File: src/rtl/machine_run_ctrl_if.sv
// Control/result bundle between a run requester (master) and machine_run_ctrl (slave).
// Result handshake: res_valid holds with res_data/res_timeout/cycles stable until a rising edge samples res_ready=1.
interface machine_run_ctrl_if #(
    parameter int CNT_W = 16
) ();
    logic             start;
    logic [CNT_W-1:0] budget;
    logic             abort;
    logic [12:0]      mach_result;
    logic             mach_clr;
    logic             mach_en;
    logic             busy;
    logic             res_valid;
    logic             res_ready;
    logic [12:0]      res_data;
    logic             res_timeout;
    logic [CNT_W-1:0] cycles;

    modport master (
        output start, budget, abort, mach_result, res_ready,
        input  mach_clr, mach_en, busy, res_valid, res_data, res_timeout, cycles
    );

    modport slave (
        input  start, budget, abort, mach_result, res_ready,
        output mach_clr, mach_en, busy, res_valid, res_data, res_timeout, cycles
    );
endinterface

File: src/rtl/machine_run_ctrl.sv
// Run controller for the Machine: clears it, enables it for up to budget cycles,
// and captures the result on halt or budget expiry. FSM state is exported on dbg_state.
module machine_run_ctrl #(
    parameter int          CNT_W     = 16,
    parameter logic [12:0] HALT_CODE = 13'h1FFF
) (
    input  logic                system1000,
    input  logic                system1000_rstn,
    machine_run_ctrl_if.slave   bus,
    output logic [1:0]          dbg_state
);
    typedef enum logic [1:0] {IDLE = 2'd0, CLEAR = 2'd1, RUN = 2'd2, DONE = 2'd3} state_t;

    localparam logic [CNT_W-1:0] ONE = {{(CNT_W-1){1'b0}}, 1'b1};

    state_t           state_q, state_d;
    logic [CNT_W-1:0] budget_q;
    logic [CNT_W-1:0] cycles_q;
    logic [12:0]      res_data_q;
    logic             res_timeout_q;
    logic             halt;
    logic             expire;
    logic             accept;

    assign halt   = (bus.mach_result == HALT_CODE);
    // Compared before the increment, so the exit cycle is the budget_q-th RUN cycle.
    assign expire = (cycles_q == (budget_q - ONE));
    assign accept = (state_q == IDLE) && bus.start && (bus.budget != '0);

    always_ff @(posedge system1000 or negedge system1000_rstn) begin
        if (!system1000_rstn) begin
            state_q <= IDLE;
        end else begin
            state_q <= state_d;
        end
    end

    always_comb begin
        state_d = state_q;
        case (state_q)
            IDLE:    if (accept) state_d = CLEAR;
            CLEAR:   state_d = bus.abort ? IDLE : RUN;
            RUN: begin
                if (bus.abort)          state_d = IDLE;
                else if (halt || expire) state_d = DONE;
            end
            DONE:    if (bus.res_ready) state_d = IDLE;
            default: state_d = IDLE;
        endcase
    end

    // Result registers are zeroed on acceptance so they already read 0 during CLEAR.
    always_ff @(posedge system1000 or negedge system1000_rstn) begin
        if (!system1000_rstn) begin
            budget_q      <= '0;
            cycles_q      <= '0;
            res_data_q    <= '0;
            res_timeout_q <= 1'b0;
        end else begin
            if (accept) begin
                budget_q      <= bus.budget;
                cycles_q      <= '0;
                res_data_q    <= '0;
                res_timeout_q <= 1'b0;
            end else if ((state_q == RUN) && !bus.abort) begin
                cycles_q <= cycles_q + ONE;
                if (halt || expire) begin
                    res_data_q    <= bus.mach_result;
                    res_timeout_q <= !halt;
                end
            end
        end
    end

    always_comb begin
        bus.mach_clr    = (state_q == CLEAR);
        bus.mach_en     = (state_q == RUN);
        bus.busy        = (state_q == CLEAR) || (state_q == RUN);
        bus.res_valid   = (state_q == DONE);
        bus.res_data    = res_data_q;
        bus.res_timeout = res_timeout_q;
        bus.cycles      = cycles_q;
        dbg_state       = state_q;
    end
endmodule

File: src/flat_wrapper.sv
// flat-port wrapper written by rule: the top's interface ports become plain ports
module machine_run_ctrl_flat 
#(
    parameter int          CNT_W     = 16,
    parameter logic [12:0] HALT_CODE = 13'h1FFF
)
  (system1000, system1000_rstn, dbg_state, bus_start, bus_budget, bus_abort, bus_mach_result, bus_res_ready, bus_mach_clr, bus_mach_en, bus_busy, bus_res_valid, bus_res_data, bus_res_timeout, bus_cycles);
  machine_run_ctrl_if #(.CNT_W(CNT_W)) bus_i ();
  input  logic system1000;
  input  logic system1000_rstn;
  output logic [1:0] dbg_state;
  input wire logic [$bits(bus_i.start)-1:0] bus_start;
  input wire logic [$bits(bus_i.budget)-1:0] bus_budget;
  input wire logic [$bits(bus_i.abort)-1:0] bus_abort;
  input wire logic [$bits(bus_i.mach_result)-1:0] bus_mach_result;
  input wire logic [$bits(bus_i.res_ready)-1:0] bus_res_ready;
  output wire logic [$bits(bus_i.mach_clr)-1:0] bus_mach_clr;
  output wire logic [$bits(bus_i.mach_en)-1:0] bus_mach_en;
  output wire logic [$bits(bus_i.busy)-1:0] bus_busy;
  output wire logic [$bits(bus_i.res_valid)-1:0] bus_res_valid;
  output wire logic [$bits(bus_i.res_data)-1:0] bus_res_data;
  output wire logic [$bits(bus_i.res_timeout)-1:0] bus_res_timeout;
  output wire logic [$bits(bus_i.cycles)-1:0] bus_cycles;
  assign bus_i.start = bus_start;
  assign bus_i.budget = bus_budget;
  assign bus_i.abort = bus_abort;
  assign bus_i.mach_result = bus_mach_result;
  assign bus_i.res_ready = bus_res_ready;
  assign bus_mach_clr = bus_i.mach_clr;
  assign bus_mach_en = bus_i.mach_en;
  assign bus_busy = bus_i.busy;
  assign bus_res_valid = bus_i.res_valid;
  assign bus_res_data = bus_i.res_data;
  assign bus_res_timeout = bus_i.res_timeout;
  assign bus_cycles = bus_i.cycles;
  machine_run_ctrl #(.CNT_W(CNT_W), .HALT_CODE(HALT_CODE)) u_core (.system1000(system1000), .system1000_rstn(system1000_rstn), .bus(bus_i), .dbg_state(dbg_state));
endmodule
File: config.mk
export PLATFORM = sky130hd
export DESIGN_NAME = machine_run_ctrl_flat
export DESIGN_NICKNAME = d
export VERILOG_FILES = /design/src/rtl/machine_run_ctrl_if.sv /design/src/rtl/machine_run_ctrl.sv /design/src/flat_wrapper.sv
export SDC_FILE = /design/constraint.sdc
export NUM_CORES = 1
export LEC_CHECK = 0
export BUFFER_PORTS_ARGS = -buffer_cell sky130_fd_sc_hd__buf_2
export CORE_MARGIN = 1.5
export CORE_UTILIZATION = 30
export DETAILED_ROUTE_END_ITERATION = 7
export GPL_ROUTABILITY_DRIVEN = 0
export SETUP_SLACK_MARGIN = 0.4
export SYNTH_ARGS = -nofsm -noshare
export SYNTH_HDL_FRONTEND = slang
export SYNTH_SLANG_ARGS = --single-unit
File: constraint.sdc
create_clock -name system1000 -period 3.7 [get_ports system1000]
set_input_delay 0 -clock system1000 [delete_from_list [all_inputs] [get_ports system1000]]
set_output_delay 0 -clock system1000 [all_outputs]
set_load 0.05 [all_outputs]
==> flow_summary.yaml, run 1 <==
power:
  finalPower_w: 0.002470
  leakage_nw: 1.705
  clockPowerShare_pct: 12.1
  peakVddDrop_mv: 0.2991
  powerDensity_nw_per_um2: 653.2
  p_sw_w: 0.001174
  seqPwrFrac_pct: 36.1
  switching_share_pct: 47.53
  p_int_w: 0.001296
  comb_power_share_pct: 51.8
yosys:
  avgSynthCellArea_um2: 9.041
  ys_async_sr_fraction_pct: 100.0
  yosysWarnings: 0
  synth_nets: 364
  ys_seq_area_share_pct: 41.13
  synthFlopType: "dfrtp_1"
  synth-seq-cells: 48
  synth_cell_type_count: 45
  synth_area_um2: 2920
  synth-edff-count: 0
  syn_inst: 323
sta:
  setup_tns_ns: 0
  grt_setup_unrepaired: "no"
  finalSetupViolCount: 0
  final_hold_viol_count: 0
  finalCriticalPeriod_ns: 3.035
  clock.fmax_ghz: 0.3295
  worst_slew_pin_slew_ns: 0.9270
  fin_worst_skew_ns: 0.006473
  drv_slew: 0
  fin_crit_sh_pct: 82.03
  maxSlewHeadroom_pct: 37.97
critical_path:
  cpPeakStageDelay_ns: 0.48
  path_cells: "inv_1 > ha_1 > or4b_1 > or4_1 > a21oi_1 > nor3_1 > nor4_4 > buf_4 > nor2_1 > a311o_1"
  path_class: "reg -> reg"
  r2r_cells: 10
  cp.arrival_ns: 3.22
  slowest_stage: "or4b_1"
  end_kind: "flop"
  cp.required_ns: 3.89
  path_max_fanout: 28
  critPathLaunchType: "flop"
detailed_routing:
  vias_per_cell: 4.993
  drtIter0Drc: 134
  wl_per_cell_um: 14.50
  antenna_left: 0
  num_vias: 2721
  drt_first_pass_iters: 4
  wl_um: 7905
  drc: 0
floorplanning:
  start_util_pct: 31.31
  die_y_um: 101.7
  die_w_um: 101.7
  dieArea_um2: 10330
  io-pin-count: 70
  fp-row-count: 35
  core-area_um2: 9328
finish:
  syn2layout_area_growth_pct: 29.48
  diodes: 0
  instances_no_fill: 545
  drive_gt1_share_pct: 23.56
  finish.utilization_pct: 40.54
  final_nets: 457
worst_hold_path:
  hold_depth: 4
  hold_path_class: "in -> reg"
cts:
  clkLatencyLatePin_ns: 0.30
  clock_tree.root_cell: "clkbuf_8"
  cts_tree: "yes"
  cts_buffer_depth: 2
  h-tree-depth: 2
  cts_setup_buffers: 0
  clkTransAtPathRegs_ns: 0.09
  cts.sink_count: 48
  numCtsBuffers: 5
outcome:
  status: "complete, no violations"
grt:
  track_usage_pct: 16.07
  grt_pass1_vias: 2761
  antenna_found_initial: 0
  grt.overflow.total: 0
  grt_pass1_wl_um: 13270
  grt_max_degree: 49
placement:
  placedCellCount: 508
  io_buffers: 69
  place_hpwl_um: 5337
job:
  maxCapViolCount: 0
-- path summary, 6_finish.rpt --
check / startpoint / to / slack [ns]
min: bus_abort / u_core.dbg_state[1] / 0.08
max in group asynchronous: system1000_rstn / u_core.bus.cycles[5] / 2.91
max reg2reg: u_core.budget_q[0] / u_core.bus.res_data[9] / 0.67
min in group asynchronous: system1000_rstn / u_core.budget_q[15] / 0.36
max: u_core.budget_q[0] / u_core.bus.res_data[9] / 0.67
min reg2reg: u_core.budget_q[15] / u_core.budget_q[15] / 0.56
-- metrics by stage --
step	hold WS (ns)	setup slack, ns	instance area [µm²]
3_3_place_gp	0.1412	0.7584	3403
3_5_place_dp	0.1484	0.6639	3403
2_1_floorplan	-0.2956	0.8271	2920
4_1_cts	0.08104	0.6549	3781
6_report	0.08397	0.6650	3781
5_1_grt	0.1320	0.4935	3781
-- critical path, delay by kind of cell, from the launching register on --
family / cells / cell delay, ns
flops: 1 / 0.43
simple gates: 5 / 1.34
buf+inv: 2 / 0.42
fa+ha+maj: 1 / 0.24
compound gates: 2 / 0.50
-- cell usage after synthesis (all sizes together), types with 2 or more instances --
library cell  number  area (µm²)
or4                2       15.01
nor3               8       40.04
a21oi             23       115.1
nand4              7       43.79
a311o             13       130.1
nand4b             2       17.52
nand3              6       30.03
o21a               2       15.01
xor2              16       140.1
inv                5       18.77
nand2b             2       12.51
nor2              38       142.6
mux2              14       157.7
and3               3       18.77
nand2             44       165.2
ha                 7       87.58
o21ai              9       45.04
a22o               2       17.52
nor4              11       90.08
clkbuf            14       52.55
xnor2             12       105.1
buf                4       27.52
mux2i              2       20.02
or3               10       62.56
nor2b              4       25.02
o211ai             2       15.01
dfrtp             48        1201
-- metal layers --
metal / wire length [µm] / track usage (%) / up-vias
li1: - / - / 1341
met1: 3606 / 19.79 / 1302
met2: 3907 / 28.56 / 71
met3: 329 / 3.313 / 7
met4: 62 / 4.060 / 0
met5: 0 / 0 / -
-- power by group through the flow --
stage | sequential, W | combinational, W | clock [W]
final | 0.000891 | 0.00128 | 0.000300
after global routing | 0.000927 | 0.00141 | 0.000338
after CTS | 0.000891 | 0.00128 | 0.000314
after detailed placement | 0.000903 | 0.00125 | 0
after global placement | 0.000894 | 0.00123 | 0
after floorplan | 0.00107 | 0.000795 | 0
-- layout by cell type (no fill, tap or decap), types with 2 or more instances in the layout --
cell type	synthesis	routed
buf_2	1	69
a311o_1	13	13
mux2i_1	2	2
inv_1	5	5
buf_4	1	5
nand2_1	44	44
o21ai_0	9	9
a21oi_1	23	23
ha_1	7	7
nor2_1	38	38
nor2b_1	4	4
clkbuf_8	0	5
or3_1	10	10
mux2_2	14	14
nand3_1	6	6
and3_1	3	3
nand2b_1	2	2
nand4b_1	2	2
dlygate4sd3_1	0	30
xor2_1	16	16
xnor2_1	12	12
nand4_1	7	7
dfrtp_1	48	48
a22o_1	2	2
nor4_1	9	9
nor3_1	8	8
or4_1	2	2
o21a_1	2	2
o211ai_1	2	2
-- final cells by class --
cell class / count / area, µm²
Clock buffer: 6 / 72.57
Multi-Input combinational cell: 252 / 1639
Tap cell: 129 / 161.4
Fill cell: 935 / 5547
Clock inverter: 1 / 5.005
Sequential cell: 48 / 1201
Inverter: 5 / 18.77
Timing Repair Buffer: 104 / 683.2
-- timing repair --
action                    CTS  global route
resized for setup           0             0
hold endpoints to repair   77             0
hold buffers               30             0
-- flip-flops by register name, summed over array words and instances, names as in the netlist --
register	flops
u_core.bus.res_timeout	1
u_core.budget_q	16
u_core.bus.cycles	16
u_core.bus.res_data	13
u_core.dbg_state	2
-- kinds of logic (layout without fill, tap and decap cells) --
kind of cell,after synthesis,in the layout,synth area share [%]
xor+xnor,28,28,8.397
flops,48,48,41.13
buf+inv,23,116,3.385
fa+ha+maj,7,7,2.999
compound gates,58,58,13.58
mux,16,16,6.084
simple gates,143,143,24.42
No activity file was read; power rests on OpenSTA's default activity.
==> run 2: changes to the inputs <==
--- a/config.mk
+++ b/config.mk
@@ -5,6 +5,7 @@
 export SDC_FILE = /design/constraint.sdc
 export NUM_CORES = 1
 export LEC_CHECK = 0
+export ABC_AREA = 1
 export BUFFER_PORTS_ARGS = -buffer_cell sky130_fd_sc_hd__buf_2
 export CORE_MARGIN = 1.5
 export CORE_UTILIZATION = 30
==> constraint.sdc (replaced) <==
create_clock -name system1000 -period 2.6 [get_ports system1000]
set_input_delay 0 -clock system1000 [delete_from_list [all_inputs] [get_ports system1000]]
set_output_delay 0 -clock system1000 [all_outputs]
set_load 0.05 [all_outputs]
==> flow_summary.yaml, run 2 <==
outcome:
  status: "complete, no violations"
yosys:
  synth_cell_type_count: 27
  yosysMostFrequentCell: "nand2_1"
  synth-seq-cells: 48
  avgSynthCellArea_um2: 7.455
  synth_commonest_cells: "129 x nand2_1, 48 x dfrtp_1, 38 x nor2_1, 35 x inv_1, 20 x nand3_1"
  yosysTopAreaCell: "dfrtp_1"
  synth-edff-count: 0
  syn_inst: 386
  ys_async_sr_fraction_pct: 100.0
  synth_nets: 427
  synth_area_leaders: "dfrtp_1 42%, nand2_1 17%, nor2_1 5.0%, inv_1 4.6%, nand4_1 4.1%"
  yosysWarnings: 0
  synthFlopType: "dfrtp_1"
  synth_top_area_share_pct: 41.74
  ys_seq_area_share_pct: 41.74
  synth_area_um2: 2878
finish:
  seq_area_um2: 1204
  fill_cells: 967
  diodes: 0
  instances_no_fill: 623
  final_cell_mix: "126 x nand2_1, 69 x buf_2, 46 x dfrtp_1"
  final_nets: 534
  layout.cells.most_common: "nand2_1"
  multiInputGateArea_um2: 1577
  drive_gt1_share_pct: 24.90
  syn2layout_area_growth_pct: 35.04
critical_path:
  cp.arrival_ns: 2.30
  path_max_fanout: 6
  path_cells: "inv_2 > ha_4 > inv_2 > nor2_4 > inv_1 > nor3_4 > nand2_2 > nor3_4 > nand2_1 > nor2_2 > a21oi_1 > a211oi_1"
  slowest_stage: "dfrtp_2"
  critPathLaunchType: "flop"
  path_class: "reg -> reg"
  path_buf_inv: 3
  crit_family: "simple AND/OR/NAND/NOR gates"
  end_kind: "flop"
  cpPeakStageDelay_ns: 0.45
  cp.required_ns: 2.81
sta:
  setup_tns_ns: 0
  whs_ns: 0.005041
  grt_setup_unrepaired: "yes"
  fin_crit_sh_pct: 80.16
  final_hold_viol_count: 0
  worst_slew_pin_slew_ns: 0.5065
  fin_worst_skew_ns: 0.01176
  clock.fmax_ghz: 0.4798
  finalSetupViolCount: 0
  fin_ws_ns: 0.5160
  drv_slew: 0
  maxSlewHeadroom_pct: 65.92
  finalCriticalPeriod_ns: 2.084
cts:
  cts_buffer_depth: 2
  clkLatencyLatePin_ns: 0.31
  h-tree-depth: 2
  clock_tree.root_cell: "clkbuf_8"
  cts_tree: "yes"
  clkTransAtPathRegs_ns: 0.10
  cts.sink_count: 48
  numCtsBuffers: 5
floorplanning:
  core-area_um2: 9284
  die_w_um: 100.9
  fp-row-count: 35
  die_y_um: 100.9
  start_util_pct: 31.00
  dieArea_um2: 10190
  io-pin-count: 70
power:
  comb_power_share_pct: 51.5
  leakage_nw: 2.013
  switching_share_pct: 48.26
  peakVddDrop_mv: 0.6100
  powerDensity_nw_per_um2: 839.0
  p_int_w: 0.001687
  p_sw_w: 0.001573
  seqPwrFrac_pct: 34.6
  clockPowerShare_pct: 13.9
detailed_routing:
  antenna_left: 0
  vias_per_cell: 4.618
  drc: 0
  drt_first_pass_iters: 4
  drtIter0Drc: 113
  wl_per_cell_um: 12.88
  wl_um: 8024
  num_vias: 2877
grt:
  grt_pass1_vias: 2816
  grt_max_degree: 32
  track_usage_pct: 16.22
  grt_pass1_wl_um: 13120
  grt.overflow.total: 0
  antenna_found_initial: 0
job:
  maxCapViolCount: 0
placement:
  dp_slack_ns: 0.4313
  place_hpwl_um: 5734
  placedCellCount: 579
  io_buffers: 69
worst_hold_path:
  hold_path_class: "in -> reg"
## run 2: kinds of logic (layout without fill, tap and decap cells)
family | Yosys count | in the layout | share of synthesized area [%]
xor gates and xnor gates | 18 | 18 | 5.956
DFF | 48 | 48 | 41.74
adders and majority gates | 7 | 7 | 3.043
AOI/OAI and AO/OA | 28 | 28 | 5.131
and+or+nand+nor | 240 | 240 | 37.70
buffers and inverters | 45 | 153 | 6.435
## run 2: power by group through the flow
stage          Combinational (W)  Clock [W]  Sequential [W]
2_1_floorplan            0.00110          0         0.00124
4_1_cts                  0.00163   0.000464         0.00113
6_report                 0.00168   0.000454         0.00113
5_1_grt                  0.00189   0.000497         0.00116
3_3_place_gp             0.00156          0         0.00113
3_5_place_dp             0.00159          0         0.00113
## run 2: layout make-up
class / instances / share of cell area (%)
Inverter: 35 / 3.381
Multi-Input combinational cell: 293 / 40.57
Sequential cell: 48 / 30.97
Clock inverter: 2 / 0.3220
Clock buffer: 6 / 1.867
Timing Repair Buffer: 110 / 18.74
Tap cell: 129 / 4.153
## run 2: stage by stage
step | power (W) | utilization, % | cell area, µm²
3_3_place_gp | 0.002693 | 36.74 | 3411
2_1_floorplan | 0.002348 | - | 2920
5_1_grt | 0.003540 | 41.86 | 3886
3_5_place_dp | 0.002721 | 36.74 | 3411
6_report | 0.003260 | 41.86 | 3886
4_1_cts | 0.003217 | 40.92 | 3799
## run 2: path summary, 6_finish.rpt
check / start / endpoint / slack [ns] / cells past startpoint
min reg2reg: u_core.bus.res_data[5] / u_core.bus.res_data[5] / 0.48 / 2
min: bus_abort / u_core.bus.cycles[1] / 0.005 / 4
max reg2reg: u_core.dbg_state[0] / u_core.bus.cycles[14] / 0.52 / 12
max in group asynchronous: system1000_rstn / u_core.bus.cycles[12] / 1.80 / 3
max: u_core.dbg_state[0] / u_core.bus.cycles[14] / 0.52 / 12
min in group asynchronous: system1000_rstn / u_core.bus.res_data[5] / 0.17 / 2
## run 2: worst register-to-register path, delay by kind of cell, from the launching register on
family / cells / cell delay, ns
compound gates: 2 / 0.24
simple gates: 6 / 0.87
buf+inv: 3 / 0.30
flops: 1 / 0.45
fa+ha+maj: 1 / 0.15
## run 2: metal layers
metal,wire [µm],vias to the layer above,global-route usage (%)
li1,-,1458,-
met4,82,0,4.594
met2,3847,85,27.91
met3,357,6,2.913
met1,3736,1328,20.87
met5,0,-,0
## run 2: timing repair
action                                 CTS  global route
setup endpoints to repair                2            20
buffers inserted                         0             6
pin swaps                                1             2
gates cloned                             0             0
endpoints found under the hold margin   49             0
hold buffers                            30             0
gates resized for setup                  1            12
==> run 3: changes to the inputs <==
==> constraint.sdc (replaced) <==
create_clock -name system1000 -period 2.2 [get_ports system1000]
set_input_delay 0 -clock system1000 [delete_from_list [all_inputs] [get_ports system1000]]
set_output_delay 0 -clock system1000 [all_outputs]
set_load 0.05 [all_outputs]
==> flow_summary.yaml, run 3 (same netlist as run 2, synthesis figures left out) <==
placement:
  place_hpwl_um: 5778
  dp_slack_ns: 0.04943
  io_buffers: 69
critical_path:
  end_kind: "flop"
  cp.arrival_ns: 2.18
  slowest_stage: "dfrtp_1"
  r2r_setup_slack_ns: 0.23
  rr_endpoint: "u_core.bus.res_data[9]"
  r2r_cells: 15
  cpPeakStageDelay_ns: 0.40
  path_max_fanout: 7
  critPathLaunchType: "flop"
  path_class: "reg -> reg"
  path_buf_inv: 1
  path_cells: "inv_2 > ha_4 > nand2_4 > nor2_4 > nand3_2 > nand3_2 > nand2_2 > nor2_2 > nand2_1 > nor2_2 > nand2_4 > nand3_4 > nand2_4 > nand2_1 > nand2_1"
  crit_family: "simple AND/OR/NAND/NOR gates"
  reg2reg_from: "u_core.budget_q[0]"
  cp.required_ns: 2.41
power:
  seqPwrFrac_pct: 30.7
  peakVddDrop_mv: 0.8936
  powerDensity_nw_per_um2: 1017
  clockPowerShare_pct: 15.2
  leakage_nw: 2.221
  switching_share_pct: 46.92
  comb_power_share_pct: 54.1
  p_int_w: 0.002357
  p_sw_w: 0.002084
finish:
  seq_area_um2: 1217
  diodes: 0
  fill_cells: 923
  syn2layout_area_growth_pct: 51.74
  final_nets: 559
  multiInputGateArea_um2: 1824
  drive_gt1_share_pct: 38.73
  finish.utilization_pct: 47.04
  final_cell_mix: "113 x nand2_1, 69 x buf_2, 35 x dfrtp_1"
  layout.cells.most_common: "nand2_1"
cts:
  cts_tree: "yes"
  cts_buffer_depth: 2
  h-tree-depth: 2
  numCtsBuffers: 5
  clkTransAtPathRegs_ns: 0.10
  clock_tree.root_cell: "clkbuf_8"
  clkLatencyLatePin_ns: 0.31
  cts.sink_count: 48
floorplanning:
  die_y_um: 100.9
  io-pin-count: 70
  dieArea_um2: 10190
  start_util_pct: 31.00
  core-area_um2: 9284
  fp-row-count: 35
  die_w_um: 100.9
worst_hold_path:
  min_to: "u_core.dbg_state[1]"
  hold_path_class: "in -> reg"
  hold_depth: 4
  min_from: "bus_abort"
detailed_routing:
  antenna_left: 0
  vias_per_cell: 4.679
  drc: 0
  wl_per_cell_um: 12.99
  drtIter0Drc: 95
  num_vias: 3032
  drt_first_pass_iters: 4
  wl_um: 8420
job:
  maxCapViolCount: 0
sta:
  finalCriticalPeriod_ns: 1.970
  drv_slew: 0
  worst_slew_pin_slew_ns: 0.4602
  finalSetupViolCount: 0
  clock.fmax_ghz: 0.5076
  grt_setup_unrepaired: "yes"
  fin_crit_sh_pct: 89.55
  final_hold_viol_count: 0
  maxSlewHeadroom_pct: 69.04
  whs_ns: 0.02624
  fin_worst_skew_ns: 0.007503
  fin_ws_ns: 0.2300
grt:
  grt_max_degree: 32
  antenna_found_initial: 0
  grt_pass1_vias: 3005
  grt_pass1_wl_um: 13990
  track_usage_pct: 17.26
  grt.overflow.total: 0
outcome:
  status: "complete, no violations"
[run 3: changes by cell type in the layout (fill, tap and decap cells not counted), sizes merged]
| cell | previous run | this run |
|---|---|---|
| buf | 80 | 104 |
| bufinv | 0 | 1 |
| clkbuf | 6 | 5 |
| clkinv | 1 | 2 |
| clkinvlp | 1 | 0 |
| nand2 | 135 | 136 |
[run 3: metal layers]
metal  part of all wire (%)  routed length, µm  vias to the layer above  global-route usage [%]
met5                      0                  0                        -                       0
met4                    1.9                156                        0                   5.983
met3                    4.3                363                       15                   2.843
met2                     50               4181                       66                   30.20
met1                     44               3719                     1441                   21.53
li1                       -                  -                     1510                       -
[run 3: worst max path at each step]
stage / from / end / slack (ns) / cells past startpoint
floorplan: u_core.dbg_state[0] / u_core.bus.cycles[15] / -0.02 / 14
global placement: u_core.dbg_state[0] / u_core.bus.cycles[14] / 0.09 / 12
detailed placement: u_core.dbg_state[0] / u_core.bus.cycles[15] / 0.05 / 14
CTS: u_core.dbg_state[0] / u_core.bus.cycles[15] / 0.27 / 14
global route: u_core.budget_q[0] / u_core.bus.res_data[0] / 0.05 / 15
finish: u_core.budget_q[0] / u_core.bus.res_data[9] / 0.23 / 15
[run 3: area by class of cell]
cell class                 count  share of cell area, %
multi-input combinational    294                  41.78
inverter                      35                  3.009
tap                          129                  3.696
sequential                    48                  27.88
clock inverter                 3                  1.089
clock buffer                   5                  1.576
timing repair buffer         134                  20.97
[run 3: power groups by stage]
stage                     combinational, W  clock, W  sequential (W)
after floorplan                    0.00134         0         0.00147
after global placement             0.00190         0         0.00134
after detailed placement           0.00192         0         0.00134
after CTS                          0.00212  0.000699         0.00133
after global routing               0.00266  0.000735         0.00140
final                              0.00240  0.000677         0.00136
[run 3: what timing repair did]
action,in CTS,in global routing
endpoints found under the hold margin,44,0
hold buffers,30,0
gates resized for setup,19,57
cloned,0,1
buffers inserted,14,13
endpoints found under the setup margin,24,43
pin swaps,7,25
[run 3: worst reg2reg max path: cells and delay by family (launching register included)]
kind / cells / cell delay (ns)
adder cells (fa/ha/maj): 1 / 0.18
buffers and inverters: 1 / 0.11
flip-flops: 1 / 0.40
AND/OR/NAND/NOR: 13 / 1.18
[run 3: stage by stage]
| step | setup TNS [ns] | area, µm² | power [W] | instances |
|---|---|---|---|---|
| 2_1_floorplan | -0.01894 | 2949 | 0.002819 | 386 |
| 3_3_place_gp | 0 | 3461 | 0.003243 | 582 |
| 3_5_place_dp | 0 | 3461 | 0.003257 | 582 |
| 4_1_cts | 0 | 4055 | 0.004150 | 634 |
| 5_1_grt | 0 | 4367 | 0.004794 | 648 |
| 6_report | 0 | 4367 | 0.004441 | 648 |
